### src/rtl/keypad_pkg.sv
// Shared types for the keypad code-entry block: debounce FSM states and the
// 4-bit digit type carried from the keypad decoder.
package keypad_pkg;

  typedef logic [3:0] digit_t;

  typedef enum logic [1:0] {
    IDLE         = 2'd0,
    PRESS_WAIT   = 2'd1,
    HELD         = 2'd2,
    RELEASE_WAIT = 2'd3
  } key_state_e;

endpackage

### src/rtl/keypad_debounce.sv
// Synchronizes the asynchronous decoder outputs and debounces them. Emits one
// key strobe per physical press, with the accepted digit held on o_key_code.
module keypad_debounce
  import keypad_pkg::*;
#(
  parameter int DEBOUNCE_CYCLES = 4
)(
  input  logic   clk,
  input  logic   reset_n,
  input  logic   i_valid,
  input  digit_t i_number,
  output logic   o_key_strobe,
  output digit_t o_key_code
);

  localparam int              CNT_W    = $clog2(DEBOUNCE_CYCLES + 1);
  localparam logic [CNT_W-1:0] CNT_ONE  = CNT_W'(1);
  localparam logic [CNT_W-1:0] CNT_DONE = CNT_W'(DEBOUNCE_CYCLES);

  logic             r_valid_meta;
  logic             r_valid_sync;
  digit_t           r_number_meta;
  digit_t           r_number_sync;

  key_state_e       r_state;
  key_state_e       w_state_next;
  logic [CNT_W-1:0] r_cnt;
  logic [CNT_W-1:0] w_cnt_next;
  logic [CNT_W-1:0] w_cnt_inc;
  digit_t           r_cand;
  digit_t           w_cand_next;
  logic             w_strobe_set;
  logic             r_key_strobe;
  digit_t           r_key_code;

  assign w_cnt_inc = r_cnt + CNT_W'(1);

  // Two-flop synchronizer; nothing downstream looks at the raw decoder pins.
  // NOTE: sequential blocks use non-blocking (<=) so every flop samples the
  // pre-edge value of its source; blocking here would collapse the two stages.
  always_ff @(posedge clk or negedge reset_n) begin
    if (!reset_n) begin
      r_valid_meta  <= 1'b0;
      r_valid_sync  <= 1'b0;
      r_number_meta <= '0;
      r_number_sync <= '0;
    end else begin
      r_valid_meta  <= i_valid;
      r_valid_sync  <= r_valid_meta;
      r_number_meta <= i_number;
      r_number_sync <= r_number_meta;
    end
  end

  // FSM state register.
  always_ff @(posedge clk or negedge reset_n) begin
    if (!reset_n) r_state <= IDLE;
    else          r_state <= w_state_next;
  end

  // Next-state logic, including the stability counter and candidate digit.
  // NOTE: every output of this block gets a default first, so no path through
  // the case statement can leave a value unassigned and infer a latch.
  always_comb begin
    w_state_next = r_state;
    w_cnt_next   = r_cnt;
    w_cand_next  = r_cand;
    unique case (r_state)
      IDLE: begin
        if (r_valid_sync) begin
          w_cand_next  = r_number_sync;
          w_cnt_next   = CNT_ONE;
          w_state_next = (CNT_ONE == CNT_DONE) ? HELD : PRESS_WAIT;
        end
      end
      PRESS_WAIT: begin
        if (!r_valid_sync) begin
          w_state_next = IDLE;
        end else if (r_number_sync != r_cand) begin
          // A different digit restarts the stability count on the new value.
          w_cand_next  = r_number_sync;
          w_cnt_next   = CNT_ONE;
          w_state_next = (CNT_ONE == CNT_DONE) ? HELD : PRESS_WAIT;
        end else begin
          w_cnt_next = w_cnt_inc;
          if (w_cnt_inc == CNT_DONE) w_state_next = HELD;
        end
      end
      HELD: begin
        // Digit changes while held are ignored; only release matters here.
        if (!r_valid_sync) begin
          w_cnt_next   = CNT_ONE;
          w_state_next = (CNT_ONE == CNT_DONE) ? IDLE : RELEASE_WAIT;
        end
      end
      RELEASE_WAIT: begin
        if (r_valid_sync) begin
          w_state_next = HELD;
        end else begin
          w_cnt_next = w_cnt_inc;
          if (w_cnt_inc == CNT_DONE) w_state_next = IDLE;
        end
      end
      default: w_state_next = IDLE;
    endcase
  end

  // Output decode: a press is accepted on the transition into HELD from the
  // press side only, so a bounce during release never strobes again.
  always_comb begin
    w_strobe_set = 1'b0;
    if ((r_state == IDLE || r_state == PRESS_WAIT) && w_state_next == HELD)
      w_strobe_set = 1'b1;
  end

  // Counter, candidate and registered strobe / key code.
  always_ff @(posedge clk or negedge reset_n) begin
    if (!reset_n) begin
      r_cnt        <= '0;
      r_cand       <= '0;
      r_key_strobe <= 1'b0;
      r_key_code   <= '0;
    end else begin
      r_cnt        <= w_cnt_next;
      r_cand       <= w_cand_next;
      r_key_strobe <= w_strobe_set;
      if (w_strobe_set) r_key_code <= w_cand_next;
    end
  end

  assign o_key_strobe = r_key_strobe;
  assign o_key_code   = r_key_code;

endmodule

### src/rtl/keypad_code_entry.sv
// Keypad code entry: debounced key strobes are accumulated into a BCD entry
// buffer, compared against PIN on the final digit, with a fail counter that
// latches a lockout until reset.
module keypad_code_entry
  import keypad_pkg::*;
#(
  parameter int                      DEBOUNCE_CYCLES = 4,
  parameter int                      CODE_LEN        = 4,
  parameter logic [4*CODE_LEN-1:0]   PIN             = 16'h1234,
  parameter int                      MAX_FAIL        = 3
)(
  input  logic                          clk,
  input  logic                          reset_n,
  input  logic                          valid,
  input  digit_t                        number,
  input  logic                          clear,
  output logic                          key_strobe,
  output digit_t                        key_code,
  output logic [$clog2(CODE_LEN+1)-1:0] digit_count,
  output logic                          code_match,
  output logic                          code_fail,
  output logic                          locked
);

  localparam int BUF_W  = 4 * CODE_LEN;
  localparam int CNT_W  = $clog2(CODE_LEN + 1);
  localparam int FAIL_W = $clog2(MAX_FAIL + 1);

  logic              w_key_strobe;
  digit_t            w_key_code;

  logic [BUF_W-1:0]  r_buf;
  logic [BUF_W+3:0]  w_buf_ext;
  logic [BUF_W-1:0]  w_buf_shift;
  logic [CNT_W-1:0]  r_count;
  logic              w_final;
  logic              w_accept;
  logic              w_equal;
  logic              r_match;
  logic              r_fail;
  logic [FAIL_W-1:0] r_fail_cnt;
  logic [FAIL_W-1:0] w_fail_inc;
  logic              r_locked;

  keypad_debounce #(
    .DEBOUNCE_CYCLES (DEBOUNCE_CYCLES)
  ) u_debounce (
    .clk          (clk),
    .reset_n      (reset_n),
    .i_valid      (valid),
    .i_number     (number),
    .o_key_strobe (w_key_strobe),
    .o_key_code   (w_key_code)
  );

  // Oldest digit ends up in the MS nibble once CODE_LEN digits are shifted in.
  assign w_buf_ext   = {r_buf, w_key_code};
  assign w_buf_shift = w_buf_ext[BUF_W-1:0];

  // The compare cycle is the one in which the buffer holds a full entry.
  assign w_final    = (r_count == CNT_W'(CODE_LEN));
  assign w_equal    = (r_buf == PIN);
  assign w_accept   = w_key_strobe && !r_locked && !clear && !w_final;
  assign w_fail_inc = r_fail_cnt + FAIL_W'(1);

  // Entry buffer and digit count: compare and clear both empty the buffer;
  // a clear coincident with a strobe discards that digit.
  always_ff @(posedge clk or negedge reset_n) begin
    if (!reset_n) begin
      r_buf   <= '0;
      r_count <= '0;
    end else if (w_final || clear) begin
      r_buf   <= '0;
      r_count <= '0;
    end else if (w_accept) begin
      r_buf   <= w_buf_shift;
      r_count <= r_count + CNT_W'(1);
    end
  end

  // Compare pulses, consecutive-fail counter and the sticky lockout.
  always_ff @(posedge clk or negedge reset_n) begin
    if (!reset_n) begin
      r_match    <= 1'b0;
      r_fail     <= 1'b0;
      r_fail_cnt <= '0;
      r_locked   <= 1'b0;
    end else begin
      r_match <= w_final && w_equal;
      r_fail  <= w_final && !w_equal;
      if (w_final) begin
        if (w_equal) begin
          r_fail_cnt <= '0;
        end else begin
          r_fail_cnt <= w_fail_inc;
          if (w_fail_inc == FAIL_W'(MAX_FAIL)) r_locked <= 1'b1;
        end
      end
    end
  end

  assign key_strobe  = w_key_strobe;
  assign key_code    = w_key_code;
  assign digit_count = r_count;
  assign code_match  = r_match;
  assign code_fail   = r_fail;
  assign locked      = r_locked;

endmodule

### config.mk
export PLATFORM = sky130hd
export DESIGN_NAME = keypad_code_entry
export DESIGN_NICKNAME = d
export VERILOG_FILES = /design/src/rtl/keypad_pkg.sv /design/src/rtl/keypad_debounce.sv /design/src/rtl/keypad_code_entry.sv
export SDC_FILE = /design/constraint.sdc
export NUM_CORES = 1
export LEC_CHECK = 0
export ABC_AREA = 0
export BUFFER_PORTS_ARGS = -buffer_cell sky130_fd_sc_hd__buf_2
export CORE_MARGIN = 2
export CORE_UTILIZATION = 50
export CTS_BUF_LIST = sky130_fd_sc_hd__clkbuf_8 sky130_fd_sc_hd__clkbuf_16
export DETAILED_ROUTE_END_ITERATION = 16
export GPL_TIMING_DRIVEN = 0
export HOLD_SLACK_MARGIN = 0.02
export PLACE_DENSITY = 0.79
export SETUP_SLACK_MARGIN = 0.1
export SLEW_MARGIN = 20
export SYNTH_ARGS = -nofsm -noshare
export SYNTH_HDL_FRONTEND = slang
export SYNTH_SLANG_ARGS = --single-unit
export TNS_END_PERCENT = 1
### constraint.sdc
create_clock -name clk -period 2.4 [get_ports clk]
set_clock_uncertainty 0.15 [all_clocks]
set_input_delay 0.48 -clock clk [delete_from_list [all_inputs] [get_ports clk]]
set_output_delay 0.48 -clock clk [all_outputs]
set_load 0.02 [all_outputs]
Word-level counts from Yosys, hierarchy flattened:

Cells that the tools add are included.
W data, S select, Z words.

* register bits: 48
* output and inout port bits: 11
* word-level logic and storage cells: 72

* add/subtract/negate cells: 3
* eq/ne operators: 13
* multiplexer cells: 24
* bitwise operators: 1
* reduce and logical (&&, ||, !) cells: 16

Operators by type and width (number)
* $mux W16: 2
* $mux W3: 7
* $eq A16 B13 Y1 const B: 1
* $mux W2: 8
* $mux W4: 3
* $pmux W3 S4: 1
* $eq A2 B2 Y1 const B: 4
* $pmux W2 S4: 1
* $pmux W4 S2: 1
* $add A3 B1 Y3 const B: 2
* $eq A3 B3 Y1 const B: 2
* $logic_and A1 B1 Y1: 6
* $logic_not A1 Y1: 4
* $ne A2 B1 Y1 const B: 2
* $ne A2 B2 Y1 const B: 2
* $ne A4 B4 Y1: 1
* $reduce_and A4 Y1: 1
* $reduce_and A3 Y1: 1
* $add A2 B1 Y2 const B: 1
* $eq A2 B1 Y1 const B: 1
* $logic_not A2 Y1: 1
* $logic_or A1 B1 Y1: 2
* $reduce_bool A2 Y1: 1
* $mux W1: 1
* $not A1 Y1: 1

Logic depth before layout (Yosys ltp):

Gate-level depths: netlist of run 1.

* depth in word-level cells: 9
* gate-level depth with buffers: 7
* mapped depth without buffers: 5

Cells and area by module:

Synthesis of run 1 repeated with hierarchy kept, for this count alone.

* cell total of the unflattened synthesis: 180
* area, all modules: 2003.2 sq um

By module, submodules not included
* keypad_code_entry: instances 1, cells each 111, area each 1053.5 sq um, seq. area each 600.6 sq um
* keypad_debounce: instances 1, cells each 69, area each 949.7 sq um, seq. area each 600.6 sq um

Least setup slack after synthesis of run 1:

No wires, ideal clock.

* kind: register -> register
* from: register r_count[0] (netlist: digit_count[0])
* to: register r_count[2] (netlist: digit_count[2])
* arrival time: 1504 ps
* required time: 2118 ps
* path slack: 614 ps
* cell stages (with the launch flop): 8
* buffers on the path: 2
* period minus slack after synthesis: 1786 ps
* path through: dfrtp_1 > inv_1 > ha_1 > nand2_1 > nand2b_1 > clkbuf_1 > buf_1 > nor2_1

* longest elaborated chain between the ends: 4
* elaborated cells on any way between the ends: 8

Ends and longest elaborated chain
* from (decl): line keypad_code_entry.sv:35 `logic [CNT_W-1:0] r_count;`
* from (signal assigned): line keypad_code_entry.sv:77 `r_count <= r_count + CNT_W'(1);`
* branches (longest 4 deep; another with $add A3 B1 Y3)

Several ways; the timed one is not identified. The select of a mux whose other input is x is not followed.
A chain may end at the register's enable or synchronous reset.

Worst setup path in the final report of run 1:

* from: register r_count[0] (netlist: digit_count[0])
* to: register r_buf[4]

* longest elaborated chain between the ends: 4
* elaborated cells on any way between the ends: 6

Ends and longest elaborated chain
* $eq A3 B3 Y1 (*): line keypad_code_entry.sv:61 `assign w_final = (r_count == CNT_W'(CODE_LEN));`
* $logic_not A1 Y1: line keypad_code_entry.sv:63 `assign w_accept = w_key_strobe && !r_locked && !clear && !w_final;`
* $logic_and A1 B1 Y1: line keypad_code_entry.sv:63
* $reduce_bool A2 Y1 (no line)
* to (signal assigned): line keypad_code_entry.sv:76 `r_buf <= w_buf_shift;`
* to (decl): line keypad_code_entry.sv:32 `logic [BUF_W-1:0] r_buf;`

Every way passes the cells marked *; elsewhere a longest branch is shown, timed or not.

==> impl_metrics.csv, run 1 <==
group,metric,value,unit
cells_and_area,drive_gt1_frac,0.178,
sta,drv_slew,0,
sta,setup_violations,0,
grt,grt_max_degree,49,
pwr,clkPwrFrac,0.383,
sta,worst_pin_slew,0.583,ns
setup_path,r2r-start,"digit_count[0]",
cts,post_cts_resized,0,
synthesis,syn_avg_cell_area,11.2,µm²
routing,drc,0,
cells_and_area,fillers,314,
routing,routedWlPerCell,13.2,µm
pwr,p_per_area,656,nW/µm²
setup_path,max_stage_delay,0.43,ns
pwr,combPwrFrac,0.045,
cells_and_area,stdcell_count,250,
synthesis,syn_inst,176,
place,port_buffers,18,
cts,root_buffer,"clkbuf_8",
sta,setup_tns,0,ns
setup_path,crit_slowest_cell,"dfrtp_1",
sta,max_freq,492,MHz
pwr,netSwitchingFraction,0.212,
routing,drtIter0Drc,83,
routing,postRouteAntennaNets,0,
grt,antenna_found_initial,0,
die,row_count,22,
sta,relSlewSlack,0.611,
setup_path,worstPathRequired,2.41,ns
sta,period_minus_slack,2.03,ns
synthesis,synth_area_leaders,"dfrtp_1 61%, nand2_1 8.2%, a21oi_1 4.8%",
cts,clock_path_buffers,2,
setup_path,critPathLaunchType,"flop",
routing,routed_wl,3290,µm
grt,first_global_vias,1252,
synthesis,ys_types,29,
place,post-dp-hpwl,2220,µm
hold_path,min_path_type,"input pin to async pin",
sta,rsz0062_at_grt,"no",
die,die_w,66.8,µm
setup_path,path_cells,"inv_1 -> ha_1 -> nand2_1 -> nand2b_1 -> clkbuf_1 -> buf_1 -> a21oi_1",
cells_and_area,syn_to_final_growth,13.2,%
setup_path,r2r_end,"r_buf[4]",
place,dp.cells,242,
grt,gr-total-overflow,0,
cts,post_cts_buffers,0,
cts,cts_tree,"built",
die,start_util,0.531,
cells_and_area,diodes,0,
cts,cts_made_buffers,5,
pwr,p_int,1.15,mW
cts,worst_skew_pair.late_latency,0.30,ns
setup_path,arrival,2.04,ns
pwr,pwr-share-seq,0.572,
synthesis,yosys.area.top_type,"dfrtp_1",
cells_and_area,fin_nets,214,
run_status,status,"complete, no violations",
setup_path,cp_max_fo,10,
cells_and_area,regArea,1200,µm²
die,core,3720,µm²
routing,via_per_inst,5.16,
cells_and_area,multi_input_area,726,µm²
die,dieArea,4460,µm²
sta,period_share,0.846,
cts,htree_levels,2,
sta,finalHoldViolCount,0,
synthesis,synth_nets,189,
job,cap_violations,0,
cts,hold_buffers,0,
cts,clk_pin_slew,0.09,ns
routing,vias,1291,
synthesis,yosysWarnings,0,
grt,track_usage,0.177,
pwr,p_sw,0.310,mW
pwr,power_leakage,1.08,nW
pwr,ir_drop,0.452,mV
synthesis,synth_area,1970,µm²
synthesis,synth_top_area_share,0.609,
synthesis,synth_seq_area_share,0.609,
synthesis,ys_ff_latch,48,
routing,drt_pass1_iterations,4,
place,globalplace.congestion,0.737,
die,ios,19,
setup_path,ff2ff_path_depth,7,
grt,grt_pass1_wl,5660,µm
cts,clock-sinks,48,
setup_path,crit_path_end_kind,"flop",
die,fp.dieH,66.8,µm
setup_path,r2r_slack,0.37,ns
setup_path,critical_path_class,"flop to flop",
[power by group through the flow]
stage | Combinational, mW | Clock (mW) | Sequential (mW)
floorplan | 0.0389 | 0 | 0.851
global placement | 0.0660 | 0 | 0.852
detailed placement | 0.0674 | 0 | 0.854
CTS | 0.0676 | 0.581 | 0.838
global route | 0.0757 | 0.622 | 0.840
finish | 0.0658 | 0.561 | 0.837
[critical path, delay by kind of cell, from the launching register on]
family	cells	cell delay, ns
compound gates	1	0.09
fa+ha+maj	1	0.17
buf+inv	3	0.85
flops	1	0.43
simple gates	2	0.20
[placed cells by master (no fill, tap or decap), types with 2 or more instances in the layout]
cell type,Yosys,layout
and2_1,2,2
nand2_1,43,43
a21o_1,2,2
nand3_1,2,2
buf_2,0,17
mux2_2,4,4
xor2_1,5,5
ha_1,5,5
nor2b_1,4,4
dfrtp_1,48,48
o21ai_0,5,5
nor4b_1,2,2
a21oi_1,19,19
nor2_1,4,4
nand2b_1,3,3
mux2_4,4,4
clkbuf_8,0,5
nand4_1,2,2
clkbuf_1,5,5
inv_1,6,7
[logic make-up after synthesis]
logic type / count (synthesis) / share of synthesized area
AND/OR/NAND/NOR: 67 / 0.170
flip-flops: 48 / 0.609
AO/OA/AOI/OAI: 31 / 0.0907
buffers and inverters: 12 / 0.0228
multiplexers: 8 / 0.0533
XOR/XNOR: 5 / 0.0222
adder cells (fa/ha/maj): 5 / 0.0317
[state kept, by name, summed over array words and instances, names as in the netlist, 2 cells and up]
name / cells
r_buf: 16
u_debounce.r_cand: 4
u_debounce.o_key_code: 4
u_debounce.r_number_sync: 4
digit_count: 3
u_debounce.r_cnt: 3
r_fail_cnt: 2
u_debounce.r_state: 2
u_debounce.r_number_meta: 4
[how the worst max path moves through the flow]
stage / startpoint / end / slack [ns]
final: digit_count[0] / r_buf[4] / 0.37
after global routing: digit_count[0] / r_buf[1] / 0.21
after CTS: digit_count[0] / r_buf[4] / 0.38
after detailed placement: digit_count[0] / r_buf[4] / 0.40
after global placement: digit_count[0] / digit_count[2] / 0.44
after floorplan: digit_count[0] / digit_count[2] / 0.61
[routing by layer]
metal	vias to the layer above	GRT usage	share of wire
met1	615	0.217	0.46
met5	-	0	0
met3	8	0.0625	0.050
li1	638	-	-
met2	30	0.278	0.47
met4	0	0.0842	0.020
[through the flow]
stage | power (mW) | area [µm²] | worst slack (ns) | hold WS (ns) | utilization
after global placement | 0.918 | 2120 | 0.443 | 0.182 | 0.571
after global routing | 1.54 | 2230 | 0.211 | 0.0659 | 0.601
after floorplan | 0.890 | 1970 | 0.614 | 0.0344 | -
after detailed placement | 0.921 | 2120 | 0.404 | 0.186 | 0.571
final | 1.46 | 2230 | 0.369 | 0.0202 | 0.601
after CTS | 1.49 | 2230 | 0.376 | 0.118 | 0.600
[final cells by class]
cell class | count | area share
sequential | 48 | 0.538
buffer | 6 | 0.0101
inverter | 6 | 0.0101
multi-input combinational | 116 | 0.325
clock inverter | 3 | 0.0174
timing repair buffer | 18 | 0.0415
clock buffer | 5 | 0.0308
tap | 48 | 0.0269
[synthesized netlist by cell type]
| library cell | instances |
|---|---|
| nor4b_1 | 2 |
| nor2b_1 | 4 |
| nand3_4 | 1 |
| xor2_1 | 5 |
| clkbuf_1 | 5 |
| nand4_1 | 2 |
| and4b_1 | 1 |
| dfrtp_1 | 48 |
| nor2_1 | 4 |
| nand2b_1 | 3 |
| ha_1 | 5 |
| a2bb2oi_1 | 1 |
| a21o_1 | 2 |
| nand3_1 | 2 |
| buf_1 | 1 |
| inv_1 | 6 |
| mux2_4 | 4 |
| o32a_1 | 1 |
| mux2_2 | 4 |
| o211a_1 | 1 |
| o21ai_0 | 5 |
| a32oi_1 | 1 |
| nand2_1 | 43 |
| nor4_4 | 1 |
| and2_1 | 2 |
| a21oi_1 | 19 |
| o22ai_1 | 1 |
| and2_2 | 1 |
| nor4_1 | 1 |
No activity file was read; power rests on OpenSTA's default activity.
==> run 2, diff against run 1 <==
--- a/config.mk
+++ b/config.mk
@@ -5,7 +5,7 @@
 export SDC_FILE = /design/constraint.sdc
 export NUM_CORES = 1
 export LEC_CHECK = 0
-export ABC_AREA = 0
+export ABC_AREA = 1
 export BUFFER_PORTS_ARGS = -buffer_cell sky130_fd_sc_hd__buf_2
 export CORE_MARGIN = 2
 export CORE_UTILIZATION = 50
@@ -13,7 +13,7 @@
 export DETAILED_ROUTE_END_ITERATION = 16
 export GPL_TIMING_DRIVEN = 0
 export HOLD_SLACK_MARGIN = 0.02
-export PLACE_DENSITY = 0.79
+export PLACE_DENSITY = 0.82
 export SETUP_SLACK_MARGIN = 0.1
 export SLEW_MARGIN = 20
 export SYNTH_ARGS = -nofsm -noshare
==> constraint.sdc (replaced) <==
create_clock -name clk -period 1.7 [get_ports clk]
set_clock_uncertainty 0.15 [all_clocks]
set_input_delay 0.34 -clock clk [delete_from_list [all_inputs] [get_ports clk]]
set_output_delay 0.34 -clock clk [all_outputs]
set_load 0.02 [all_outputs]
==> run 2 against run 1 <==
Against the previous run: core utilization rose by 1.2 points; count of clock-buffer cells in the layout unchanged; design area is 9.0% higher; flip-flop and latch count stayed put; synthesized cell count rose by 26%.
==> impl_metrics.csv, run 2 <==
group,metric,value,unit
run_status,status,"complete, no violations",
die,start_util,0.512,
sta,setup_violations,0,
synthesis,synth_top_family_by_area,"simple AND/OR/NAND/NOR gates",
synthesis,yosysWarnings,0,
sta,worst_pin_slew,0.590,ns
synthesis,synth_top_area_share,0.590,
die,dieArea,4590,µm²
sta,finalHoldViolCount,0,
routing,drt-met1-wl,1640,µm
routing,routedWlPerCell,12.3,µm
setup_path,crit_family,"flip-flops",
sta,relSlewSlack,0.607,
cells_and_area,layout.cells.most_common_list,"50 x nand2_1, 48 x dfrtp_1, 27 x inv_1, 20 x buf_2, 18 x nor2_1",
routing,via_per_inst,5.03,
synthesis,ys_top_cells_by_count,"50 x nand2_1, 48 x dfrtp_1, 29 x inv_1",
synthesis,synth_adder_area_share,0.0308,
grt,track_usage,0.184,
routing,drc,0,
die,core,3970,µm²
cts,cts_tree,"built",
synthesis,syn_avg_cell_area,9.21,µm²
sta,max_freq,655,MHz
routing,drt_pass1_iterations,4,
grt,grt_max_degree,49,
grt,antenna_found_initial,0,
synthesis,synth_area_leaders,"dfrtp_1 59%, nand2_1 9.2%, inv_1 5.4%",
setup_path,crit_path_end_kind,"flop",
synthesis,synth_seq_area_share,0.590,
setup_path,worstPathRequired,1.80,ns
grt,grt_pass1_wl,6140,µm
sta,period_share,0.898,
place,dp.cells,289,
cts,htree_levels,2,
synthesis,synthSimpleGateAreaFrac,0.202,
cts,clock_path_buffers,2,
cells_and_area,diodes,0,
cts,cts_made_buffers,5,
sta,drv_slew,0,
synthesis,syn_inst,221,
cts,clk_pin_slew,0.08,ns
place,port_buffers,18,
routing,vias,1550,
synthesis,synth_area,2030,µm²
synthesis,synth_nets,234,
cells_and_area,stdcell_count,308,
place,globalplace.congestion,0.778,
pwr,ir_drop,0.555,mV
setup_path,cp_max_fo,5,
cells_and_area,largest_register_ffs,16,
setup_path,max_stage_delay,0.41,ns
cells_and_area,fillers,349,
synthesis,ys_ff_latch,48,
synthesis,yosys.area.top_type,"dfrtp_1",
place,post-dp-hpwl,2470,µm
grt,gr-total-overflow,0,
pwr,p_per_area,874,nW/µm²
pwr,power_leakage,1.25,nW
synthesis,synth_edf_count,0,
hold_path,min_path_type,"flop to flop",
cells_and_area,syn_to_final_growth,19.6,%
die,ios,19,
cts,clock-sinks,48,
cells_and_area,fin_nets,270,
sta,setup_tns,0,ns
cts,worst_skew_pair.late_latency,0.30,ns
cts,root_buffer,"clkbuf_8",
cells_and_area,drive_gt1_frac,0.205,
routing,wl_met2,1950,µm
synthesis,synth_compound_area_frac,0.0990,
synthesis,synthMuxAreaShare,0,
routing,highest_layer,"met4",
routing,drtIter0Drc,65,
cells_and_area,final_common_cell,"nand2_1",
setup_path,critical_path_class,"flop to flop",
synthesis,ys.flop_type,"dfrtp_1",
routing,routed_wl,3790,µm
grt,first_global_vias,1414,
cells_and_area,regMostFlops,"r_buf",
setup_path,crit_slowest_cell,"dfrtp_1",
setup_path,arrival,1.62,ns
synthesis,synth_xor_area_frac,0.00861,
die,row_count,23,
synthesis,ys_types,21,
setup_path,path_buf_inv,2,
cells_and_area,multi_input_area,718,µm²
routing,postRouteAntennaNets,0,
setup_path,critPathLaunchType,"flop",
die,fp.dieH,67.8,µm
sta,period_minus_slack,1.53,ns
cells_and_area,regArea,1200,µm²
die,die_w,67.8,µm
synthesis,async_flop_share,1.00,
setup_path,path_cells,"ha_2 -> xnor2_2 -> nor2_1 -> nand4_1 -> buf_4 -> inv_1",
sta,rsz0062_at_grt,"yes",
synthesis,synthMostInstantiatedCell,"nand2_1",
job,cap_violations,0,
routing,route.met3.wl,134,µm
## run 2: logic make-up after synthesis
| family | after synthesis |
|---|---|
| XOR/XNOR | 2 |
| AND/OR/NAND/NOR | 93 |
| AO/OA/AOI/OAI | 37 |
| adder cells (fa/ha/maj) | 5 |
| buffers and inverters | 36 |
| flip-flops | 48 |
## run 2: layout make-up
| cell class | instances | area share |
|---|---|---|
| Buffer | 4 | 0.0108 |
| Clock buffer | 5 | 0.0283 |
| Clock inverter | 3 | 0.0159 |
| Inverter | 32 | 0.0504 |
| Multi-Input combinational cell | 137 | 0.295 |
| Sequential cell | 48 | 0.494 |
| Tap cell | 50 | 0.0257 |
| Timing Repair Buffer | 29 | 0.0797 |
## run 2: repair_timing
action,CTS,global route
setup endpoints to repair,6,25
hold endpoints to repair,5,48
pin swaps,0,6
setup buffers,0,4
gates resized for setup,2,14
gates cloned,0,1
hold buffers,5,1
## run 2: metal layers
layer  vias up  GRT usage
li1        778          -
met1       741      0.220
met2        24      0.311
met3         7     0.0550
met4         0     0.0750
met5         -          0
## run 2: power breakdown
part           internal [mW]  switching, mW
combinational         0.0518         0.0867
clock                  0.431          0.365
sequential              1.17         0.0238
## run 2: worst register-to-register path, cell delays in order, from the launching register on
cell     delay [ns]
dfrtp_1        0.41
ha_2           0.21
xnor2_2        0.13
nor2_1         0.14
nand4_1        0.20
buf_4          0.20
inv_1          0.04
## run 2: path summary, 6_finish.rpt
kind                                        startpoint                     endpoint  slack, ns  depth (start not counted)
setup / recovery                   u_debounce.r_cnt[0]      u_debounce.o_key_strobe       0.17                          6
hold / removal             u_debounce.r_number_meta[3]  u_debounce.r_number_sync[3]       0.20                          0
setup reg to reg                   u_debounce.r_cnt[0]      u_debounce.o_key_strobe       0.17                          6
hold reg to reg            u_debounce.r_number_meta[3]  u_debounce.r_number_sync[3]       0.20                          0
max in group asynchronous                      reset_n     u_debounce.o_key_code[2]       0.57                          2
min in group asynchronous                      reset_n                    r_buf[15]       0.42                          2
## run 2: per-stage QoR
stage          setup slack (ns)  hold WS [ns]   util  cell area, µm²  power [mW]
2_1_floorplan             0.117        -0.106      -            2030        1.28
3_3_place_gp             0.0699         0.183  0.551            2190        1.32
3_5_place_dp             0.0186         0.190  0.551            2190        1.33
4_1_cts                  0.0817        0.0925  0.591            2350        2.14
5_1_grt                  0.0625         0.210  0.612            2430        2.22
6_report                  0.174         0.204  0.612            2430        2.13
==> run 3, diff against run 2 <==
--- a/config.mk
+++ b/config.mk
@@ -9,7 +9,7 @@
 export BUFFER_PORTS_ARGS = -buffer_cell sky130_fd_sc_hd__buf_2
 export CORE_MARGIN = 2
 export CORE_UTILIZATION = 50
-export CTS_BUF_LIST = sky130_fd_sc_hd__clkbuf_8 sky130_fd_sc_hd__clkbuf_16
+export CTS_BUF_LIST = sky130_fd_sc_hd__clkbuf_4 sky130_fd_sc_hd__clkbuf_8
 export DETAILED_ROUTE_END_ITERATION = 16
 export GPL_TIMING_DRIVEN = 0
 export HOLD_SLACK_MARGIN = 0.02
==> run 3 against run 2 <==
Against the previous run: largest cell class unchanged; power rose by 1.0%; combinational power about the same; critical endpoint unchanged; core utilization grew 0.095 points; count of clock-buffer cells in the layout rose by 1.
==> impl_metrics.csv, run 3 (synthesis gave the netlist of run 2 again) <==
group,metric,value,unit
grt,gr-total-overflow,0,
cells_and_area,diodes,0,
die,die_w,67.8,µm
setup_path,crit_path_end_kind,"flop",
run_status,status,"complete, no violations",
place,post-dp-hpwl,2470,µm
routing,drtIter0Drc,74,
sta,setup_tns,0,ns
setup_path,crit_family,"flip-flops",
setup_path,path_buf_inv,2,
cells_and_area,fin_area,2440,µm²
routing,drc,0,
die,dieArea,4590,µm²
cts,clk_pin_slew,0.08,ns
die,core,3970,µm²
cts,clock_path_buffers,2,
sta,relSlewSlack,0.607,
setup_path,max_stage_delay,0.41,ns
cells_and_area,layout.cells.most_common_list,"50 x nand2_1, 48 x dfrtp_1, 26 x inv_1, 20 x buf_2, 18 x nor2_1",
setup_path,r2r-start,"u_debounce.r_cnt[0]",
die,ios,19,
setup_path,critical_path_class,"flop to flop",
cts,cts_made_buffers,5,
cells_and_area,regMostFlops,"r_buf",
cts,htree_levels,2,
grt,grt_pass1_wl,6140,µm
cells_and_area,final_common_cell,"nand2_1",
cells_and_area,syn_to_final_growth,19.7,%
cts,cts_tree,"built",
cells_and_area,fin_nets,270,
cells_and_area,multi_input_area,718,µm²
routing,routedWlPerCell,12.3,µm
sta,max_freq,655,MHz
cells_and_area,largest_register_ffs,16,
routing,drt_pass1_iterations,4,
sta,setup_violations,0,
place,port_buffers,18,
die,start_util,0.512,
sta,worst_pin_slew,0.589,ns
sta,rsz0062_at_grt,"yes",
setup_path,path_cells,"ha_2 -> xnor2_2 -> nor2_1 -> nand4_1 -> buf_4 -> inv_1",
routing,routed_wl,3790,µm
pwr,power_leakage,1.25,nW
setup_path,cp_max_fo,5,
routing,vias,1555,
pwr,ir_drop,0.555,mV
grt,first_global_vias,1414,
cells_and_area,drive_gt1_frac,0.209,
hold_path,min_path_type,"flop to flop",
setup_path,crit_slowest_cell,"dfrtp_1",
hold_path,min_from,"u_debounce.r_number_meta[3]",
sta,period_share,0.898,
cells_and_area,fillers,347,
routing,via_per_inst,5.05,
routing,postRouteAntennaNets,0,
cts,clock-sinks,48,
setup_path,arrival,1.62,ns
sta,drv_slew,0,
place,globalplace.congestion,0.778,
die,fp.dieH,67.8,µm
cells_and_area,regArea,1200,µm²
grt,track_usage,0.184,
cts,worst_skew_pair.late_latency,0.30,ns
job,cap_violations,0,
setup_path,worstPathRequired,1.80,ns
place,dpl_cell_area,2190,µm²
grt,grt_max_degree,49,
cts,root_buffer,"clkbuf_8",
setup_path,startpoint,"u_debounce.r_cnt[0]",
grt,antenna_found_initial,0,
sta,finalHoldViolCount,0,
die,row_count,23,
setup_path,critPathLaunchType,"flop",
pwr,p_per_area,882,nW/µm²
sta,period_minus_slack,1.53,ns
run 3: cell count changes in the layout (fill, tap and decap cells not counted):
cell,change
clkbuf_4,+1
inv_1,-1
run 3: final cells by class:
cell class                      instances  share of cell area
Tap cell                               50              0.0257
Buffer                                  4              0.0108
Clock inverter                          2              0.0144
Multi-Input combinational cell        137               0.295
Timing Repair Buffer                   29              0.0796
Sequential cell                        48               0.493
Inverter                               32              0.0503
Clock buffer                            6              0.0313
run 3: what timing repair did:
item | in CTS | in global routing
hold buffers | 5 | 1
setup buffers | 0 | 4
endpoints found under the setup margin | 6 | 25
gates resized for setup | 2 | 14
endpoints found under the hold margin | 5 | 48
pin swaps | 0 | 6
cloned | 0 | 1
run 3: per-layer routing:
metal	track usage	up-vias	share of wire	routed length, µm
li1	-	778	-	-
met1	0.220	744	0.43	1630
met2	0.311	26	0.52	1960
met3	0.0550	7	0.036	137
met4	0.0750	0	0.016	62
met5	0	-	0	0
run 3: final timing paths:
path / depth (start not counted) / slack [ns] / to
setup / recovery: 6 / 0.17 / u_debounce.o_key_strobe
hold / removal: 0 / 0.20 / u_debounce.r_number_sync[3]
setup reg to reg: 6 / 0.17 / u_debounce.o_key_strobe
hold reg to reg: 0 / 0.20 / u_debounce.r_number_sync[3]
max in group asynchronous: 2 / 0.57 / u_debounce.o_key_code[2]
min in group asynchronous: 2 / 0.42 / r_buf[15]
run 3: power breakdown:
part / switching (mW) / leakage [nW] / total [mW] / internal (mW)
Combinational: 0.0866 / 0.561 / 0.138 / 0.0518
Sequential: 0.0238 / 0.633 / 1.19 / 1.17
Clock: 0.366 / 0.0586 / 0.818 / 0.452
run 3: per-stage QoR:
step                      hold slack (ns)  setup WS [ns]  total power [mW]  cells  utilization
after CTS                          0.0927         0.0817              2.16    302        0.592
after global placement              0.183         0.0699              1.32    289        0.551
final                               0.204          0.174              2.15    308        0.613
after global routing                0.210         0.0625              2.25    308        0.613
after detailed placement            0.190         0.0186              1.33    289        0.551
after floorplan                    -0.106          0.117              1.28    221            -
